File: config.mk
export PLATFORM = sky130hd
export DESIGN_NAME = neurosync_round_controller
export DESIGN_NICKNAME = d
export VERILOG_FILES = /design/src/rtl/neurosync_pkg.sv /design/src/rtl/neurosync_contador_ciclos.sv /design/src/rtl/neurosync_round_controller.sv
export SDC_FILE = /design/constraint.sdc
export NUM_CORES = 1
export LEC_CHECK = 0
export CAP_MARGIN = 10
export CORE_MARGIN = 10
export CORE_UTILIZATION = 24
export CTS_BUF_LIST = sky130_fd_sc_hd__clkbuf_4 sky130_fd_sc_hd__clkbuf_8
export CTS_CLUSTER_DIAMETER = 50
export DETAILED_ROUTE_END_ITERATION = 12
export PLACE_DENSITY_LB_ADDON = 0.3
export SLEW_MARGIN = 5
export SYNTH_ARGS = -nofsm -noshare
export SYNTH_HDL_FRONTEND = slang
export SYNTH_SLANG_ARGS = --single-unit
export TNS_END_PERCENT = 50
File: constraint.sdc
create_clock -name clock -period 4.82 [get_ports clock]
set_input_delay 0.723 -clock clock [delete_from_list [all_inputs] [get_ports clock]]
set_output_delay 0.723 -clock clock [all_outputs]
set_load 0.02 [all_outputs]
File: src/rtl/neurosync_pkg.sv
// neurosync_pkg: state encodings and opcode constants shared by the NeuroSync round controller.
package neurosync_pkg;

    typedef enum logic [3:0] {
        INICIAL       = 4'd0,
        PREPARACAO    = 4'd1,
        ESCOLHE_MODO  = 4'd2,
        AG_CONF_MODO  = 4'd3,
        PREP_JOGO     = 4'd4,
        PREP_PERGUNTA = 4'd5,
        FAIXA_IDLE    = 4'd6,
        AG_MED_FAIXA  = 4'd7,
        AG_RESP       = 4'd8,
        ERRO          = 4'd9,
        FEEDBACK      = 4'd10,
        AG_CONF_FB    = 4'd11,
        PROXIMA       = 4'd12,
        GANHOU        = 4'd13,
        PERDEU        = 4'd14
    } estado_t;

    localparam logic [1:0] OPC_FAIXA  = 2'b11;
    localparam logic [1:0] OPC_NENHUM = 2'b00;

endpackage

File: src/rtl/neurosync_contador_ciclos.sv
// neurosync_contador_ciclos: cycle counter that raises fim on the cycle its count reaches LIMITE-1.
module neurosync_contador_ciclos #(
    parameter int LIMITE = 4
) (
    input  logic clock,
    input  logic reset,
    input  logic conta,
    input  logic limpa,
    output logic fim
);

    localparam int W = $clog2(LIMITE + 1);

    logic [W-1:0] cnt;

    always_ff @(posedge clock or posedge reset)
        if (reset) cnt <= '0;
        else       cnt <= limpa ? '0 : conta ? cnt + 1'b1 : cnt;

    assign fim = conta && cnt == W'(LIMITE - 1);

endmodule

File: src/rtl/neurosync_round_controller.sv
// neurosync_round_controller: NeuroSync game-flow FSM with question, idle and lives counters.
// Optional answer timeout enabled by defining NEUROSYNC_TIMEOUT_EN.
module neurosync_round_controller
    import neurosync_pkg::*;
#(
    parameter int N_PERGUNTAS    = 8,
    parameter int IDLE_CICLOS    = 1000,
    parameter int N_VIDAS        = 3,
    parameter int TIMEOUT_CICLOS = 50000,
    localparam int PW = N_PERGUNTAS > 1 ? $clog2(N_PERGUNTAS) : 1,
    localparam int VW = $clog2(N_VIDAS + 1)
) (
    input  logic          clock,
    input  logic          reset,
    input  logic          jogar_det,
    input  logic          confirma_det,
    input  logic [1:0]    opcode,
    input  logic          acertou_faixa,
    input  logic          acertou_play,
    input  logic          errou_play,
    input  logic          pronto_play,
    output logic          zera,
    output logic          registra_modo,
    output logic          zera_prep_jogo,
    output logic          set_pos,
    output logic          medir,
    output logic          enable_mov,
    output logic          show_leds_servo,
    output logic          jogando,
    output logic          win,
    output logic          lose,
    output logic [PW-1:0] pergunta_idx,
    output logic [VW-1:0] vidas,
    output logic [3:0]    estado
);

    estado_t state, nxt;
    logic fim_idle, fim_to, conta_to, ultima;

    assign ultima = pergunta_idx == PW'(N_PERGUNTAS - 1);

    neurosync_contador_ciclos #(.LIMITE(IDLE_CICLOS)) u_idle (
        .clock(clock), .reset(reset),
        .conta(state == FAIXA_IDLE), .limpa(state != FAIXA_IDLE), .fim(fim_idle)
    );

    // Without the timeout feature the counter is never enabled and fim_to stays low.
`ifdef NEUROSYNC_TIMEOUT_EN
    assign conta_to = state == AG_RESP || state == AG_MED_FAIXA;
`else
    assign conta_to = 1'b0;
`endif

    neurosync_contador_ciclos #(.LIMITE(TIMEOUT_CICLOS)) u_timeout (
        .clock(clock), .reset(reset),
        .conta(conta_to), .limpa(!conta_to), .fim(fim_to)
    );

    always_comb begin
        nxt = INICIAL;
        case (state)
            INICIAL:       nxt = jogar_det ? PREPARACAO : INICIAL;
            PREPARACAO:    nxt = ESCOLHE_MODO;
            ESCOLHE_MODO:  nxt = confirma_det ? AG_CONF_MODO : ESCOLHE_MODO;
            AG_CONF_MODO:  nxt = pronto_play ? PREP_JOGO : AG_CONF_MODO;
            PREP_JOGO:     nxt = PREP_PERGUNTA;
            PREP_PERGUNTA: nxt = opcode == OPC_FAIXA ? FAIXA_IDLE : AG_RESP;
            FAIXA_IDLE:    nxt = fim_idle ? AG_MED_FAIXA : FAIXA_IDLE;
            AG_MED_FAIXA:  nxt = acertou_faixa ? FEEDBACK : fim_to ? ERRO : AG_MED_FAIXA;
            AG_RESP:       nxt = pronto_play && acertou_play ? FEEDBACK :
                                 (pronto_play && errou_play) || fim_to ? ERRO : AG_RESP;
            ERRO:          nxt = !confirma_det ? ERRO : vidas == '0 ? PERDEU : PREP_PERGUNTA;
            FEEDBACK:      nxt = confirma_det ? AG_CONF_FB : FEEDBACK;
            AG_CONF_FB:    nxt = !pronto_play ? AG_CONF_FB : ultima ? GANHOU : PROXIMA;
            PROXIMA:       nxt = PREP_PERGUNTA;
            GANHOU:        nxt = jogar_det ? PREPARACAO : GANHOU;
            PERDEU:        nxt = jogar_det ? PREPARACAO : PERDEU;
            default:       nxt = INICIAL;
        endcase
    end

    always_ff @(posedge clock or posedge reset)
        if (reset) begin
            state        <= INICIAL;
            pergunta_idx <= '0;
            vidas        <= VW'(N_VIDAS);
        end else begin
            state <= nxt;
            if (state == PREPARACAO || state == PREP_JOGO) begin
                pergunta_idx <= '0;
                vidas        <= VW'(N_VIDAS);
            end else begin
                if (state == PROXIMA && !ultima) pergunta_idx <= pergunta_idx + 1'b1;
                // A life is lost on the edge that enters ERRO.
                if (nxt == ERRO && state != ERRO && vidas != '0) vidas <= vidas - 1'b1;
            end
        end

    assign zera            = state == PREPARACAO;
    assign registra_modo   = state == ESCOLHE_MODO;
    assign zera_prep_jogo  = state == PREP_JOGO;
    assign set_pos         = state == PREP_PERGUNTA;
    assign medir           = state == AG_MED_FAIXA;
    assign enable_mov      = opcode != OPC_NENHUM || state == ESCOLHE_MODO;
    assign show_leds_servo = state >= ESCOLHE_MODO && state <= PROXIMA && state != FEEDBACK;
    assign jogando         = state == PREP_PERGUNTA || state == FAIXA_IDLE || state == AG_MED_FAIXA ||
                             state == AG_RESP || state == PROXIMA;
    assign win             = state == GANHOU;
    assign lose            = state == PERDEU;
    assign estado          = state;

endmodule

==> PnR_summary.wiki <==
{| class="wikitable"
! Metric !! Value
|-
| Number of post-CTS setup repair buffers || 0
|-
| Site row count || 26
|-
| Post-synthesis net count || roughly 160
|-
| Post-route fraction of the period consumed by the critical path || 0.624
|-
| Initial antenna violation count || 0
|-
| Met2 capacity usage during global routing || 0.115
|-
| Number of top-level pins || 29
|-
| Synth warn || 0
|-
| Outcome || completed
|-
| Routed Antenna Nets || 0
|-
| Slowest library cell on the worst path || sky130_fd_sc_hd__dfrtp_1
|-
| Via/cell ratio || ~4.6
|-
| Maximum root-to-sink buffer count || 2
|-
| Final Max Tran Viols || 0
|-
| Power density over the cells || 489 nW/um^2
|-
| Width of the die || 93.9 um
|-
| Tightest slew margin relative to the limit || 0.531
|-
| Layout Skew || ~0.0065 ns
|-
| Number of nets at the end of the flow || between 150 and 200
|-
| HPWL after DPL || roughly 2.5 mm
|-
| Worst setup path category || flop to output port
|-
| Critical path cell sequence || inv_1 > nand2_1 > nor3_1 > or3_1 > clkdlybuf4s50_1
|-
| Ys async rst share || 1.00
|-
| CTS clock-pin slew for the worst setup and hold paths || about 0.080 ns
|-
| Diode insertion count for antenna repair || 0
|-
| Per-cell routed wire length || 13.9 um
|-
| Area of placed instances || around 1600 um^2
|-
| Worst hold stages || 1
|-
| Crit start category || flop
|-
| Wire length of the first global-routing pass || approximately 5.6 mm
|-
| Core Region || 5200 um^2
|-
| Area share of the leading cell type in the synthesized netlist || 0.325
|-
| Largest fanout on the critical path || 22
|-
| Count of buffers from port buffering || 28
|-
| Met3 Usage GRT || 0.0176
|-
| GR Layer Usage met1 || 0.109
|-
| Count of routing violations after the opening detailed-route iteration || 90
|-
| Unrepaired setup endpoints after global routing || no
|-
| Leakage dissipation || around 0.65 nW
|-
| Total negative slack for setup checks || 0 ns
|-
| Worst-case reg-to-reg path depth || 5
|-
| Global router's overall resource usage || 0.0787
|-
| Final Wtd Congestion || between 0.7 and 0.8
|-
| Tightest Hold Check Type || flop to flop
|-
| Clock tree root buffer cell || sky130_fd_sc_hd__clkbuf_8
|-
| Clk Latency, worst-skew pair || about 0.26 ns
|-
| Seq cells post-synth || 19
|-
| Yosys cell types || between 40 and 50
|-
| CP Capture Type || output port
|-
| Fraction of final layout cells sized beyond drive strength 1 || 0.0588
|-
| Final wirelength || about 3.3 mm
|-
| Most common flop cell mapped by yosys || sky130_fd_sc_hd__dfrtp_1
|-
| Stages on worst setup path || 5
|-
| Sequential element share of the synthesized area || 0.365
|-
| Crit path required time || 4.10 ns
|-
| Final Hold Vio Count || 0
|-
| Die outline height || between 90 and 100 um
|-
| Top Family by Delay on Critical Path || flip-flops
|-
| CTS resizes || 0
|-
| RR Startpoint || estado[2]
|-
| Post-synthesis cell count || between 100 and 150
|-
| Number of synthesized flops with an enable pin || 0
|-
| Final-layout fill cell count || approximately 570
|-
| VDD IR-drop max || 196 uV
|-
| Most common cell after layout, fill and taps aside || sky130_fd_sc_hd__clkdlybuf4s50_1
|-
| Cell accounting for the most synthesized area || sky130_fd_sc_hd__dfrtp_1
|-
| Top library cells by usage in the layout, fill and taps aside || sky130_fd_sc_hd__clkdlybuf4s50_1 (28), sky130_fd_sc_hd__nor2_1 (19), sky130_fd_sc_hd__dfrtp_1 (17)
|-
| Drt first pass iters || 4
|-
| # Max-Cap Violations || 0
|-
| Actual transition at the worst max-transition pin || ~0.7 ns
|-
| Post-synth design cell area || 1310 um^2
|-
| Total number of vias || between 1,000 and 1,500
|-
| TritonCTS clock tree || built
|-
| Layout area overhead || 27.9%
|-
| CTS sink count || 19
|-
| Most Crowded Layer GR || met2
|-
| Pin count of the biggest net entering global routing || 25
|-
| Clock buffer count from CTS || 3
|-
| Highest cell delay on the worst timing path || around 0.8 ns
|-
| Max frequency || roughly 330 MHz
|-
| Remaining Overflow, GRT || 0
|-
| Final setup violation count || 0
|-
| Post-route DRC || 0
|-
| Via count of the first global-routing pass || about 1,100
|-
| CTS Hold Bufs || 0
|-
| Starting density of the core || 0.252
|-
| Worst min-delay path startpoint || u_idle.cnt[0]
|-
| Source of the critical timing path || estado[0]
|-
| Average cell area after synthesis || a little under 9 um^2
|-
| Post-route cell area || 1680 um^2
|-
| Critical path arrival || 2.28 ns
|-
| Biggest area contributors in the synthesized netlist || sky130_fd_sc_hd__dfrtp_1 (32%), sky130_fd_sc_hd__nor2_1 (5.4%), sky130_fd_sc_hd__dfstp_2 (4.0%)
|-
| Maximum level of the CTS H-tree || 1
|-
| Critical path buffer and inverter count || 2
|-
| Final critical delay including setup and external delays || 3.01 ns
|-
| Die Area || 8810 um^2
|}
[kinds of logic after synthesis]
logic type,share of synthesized area
mux,0.0401
compound gates,0.160
xor+xnor,0.0535
buf+inv,0.0602
simple gates,0.283
fa+ha+maj,0.0382
flops,0.365
[routing by layer]
layer,vias up,part of all wire
met3,4,0.026
li1,563,-
met5,-,0
met1,522,0.52
met2,17,0.44
met4,0,0.016
[power by group]
part / leakage (nW) / internal (mW) / switching, mW
clock: 0.0255 / 0.0575 / 0.0546
combinational: 0.376 / 0.203 / 0.215
sequential: 0.253 / 0.187 / 0.103
[state kept, by name (all words and copies together), names as in the netlist]
name,count
pergunta_idx,3
vidas,2
u_idle.cnt,10
estado,4
[metrics by stage]
step	instances	total power [mW]	setup WS, ns	utilization	hold WS [ns]
after floorplan	147	0.565	2.35	-	0.433
after global placement	236	0.716	2.02	0.313	0.458
after detailed placement	236	0.716	1.97	0.313	0.458
after CTS	240	0.830	1.81	0.322	0.468
after global routing	240	0.886	1.65	0.322	0.496
final	240	0.819	1.81	0.322	0.460
[synth_stat cells, drive strengths merged (2+ instances only)]
master,n
xor2,3
nor2,19
buf,8
or3,2
inv,8
nand4bb,3
o211ai,2
nor4,2
xnor2,5
dfrtp,17
a22o,3
or2,2
a21oi,4
nand2b,6
nand3,5
o32ai,2
ha,4
dfstp,2
o21ai,5
nand3b,2
nand2,12
nor2b,4
mux2i,3
nor3,5
mux2,2
[path summary, 6_finish.rpt]
path	end	slack [ns]
max	enable_mov	1.81
min	u_idle.cnt[0]	0.46
max reg2reg	vidas[0]	2.15
min reg2reg	u_idle.cnt[0]	0.46
max in group asynchronous	pergunta_idx[2]	3.50
min in group asynchronous	u_idle.cnt[2]	0.87
[area by class of cell]
| cell class | instances | area, um^2 | area share |
|---|---|---|---|
| flip-flops and latches | 19 | 478 | 0.285 |
| clock buffers | 3 | 41.3 | 0.0246 |
| inverters | 8 | 30.0 | 0.0179 |
| repair buffers | 28 | 280 | 0.167 |
| clock inverters | 1 | 5.00 | 0.00299 |
| multi-input cells | 111 | 753 | 0.450 |
| well taps | 70 | 87.6 | 0.0523 |
(Power assumes the default switching activity.)
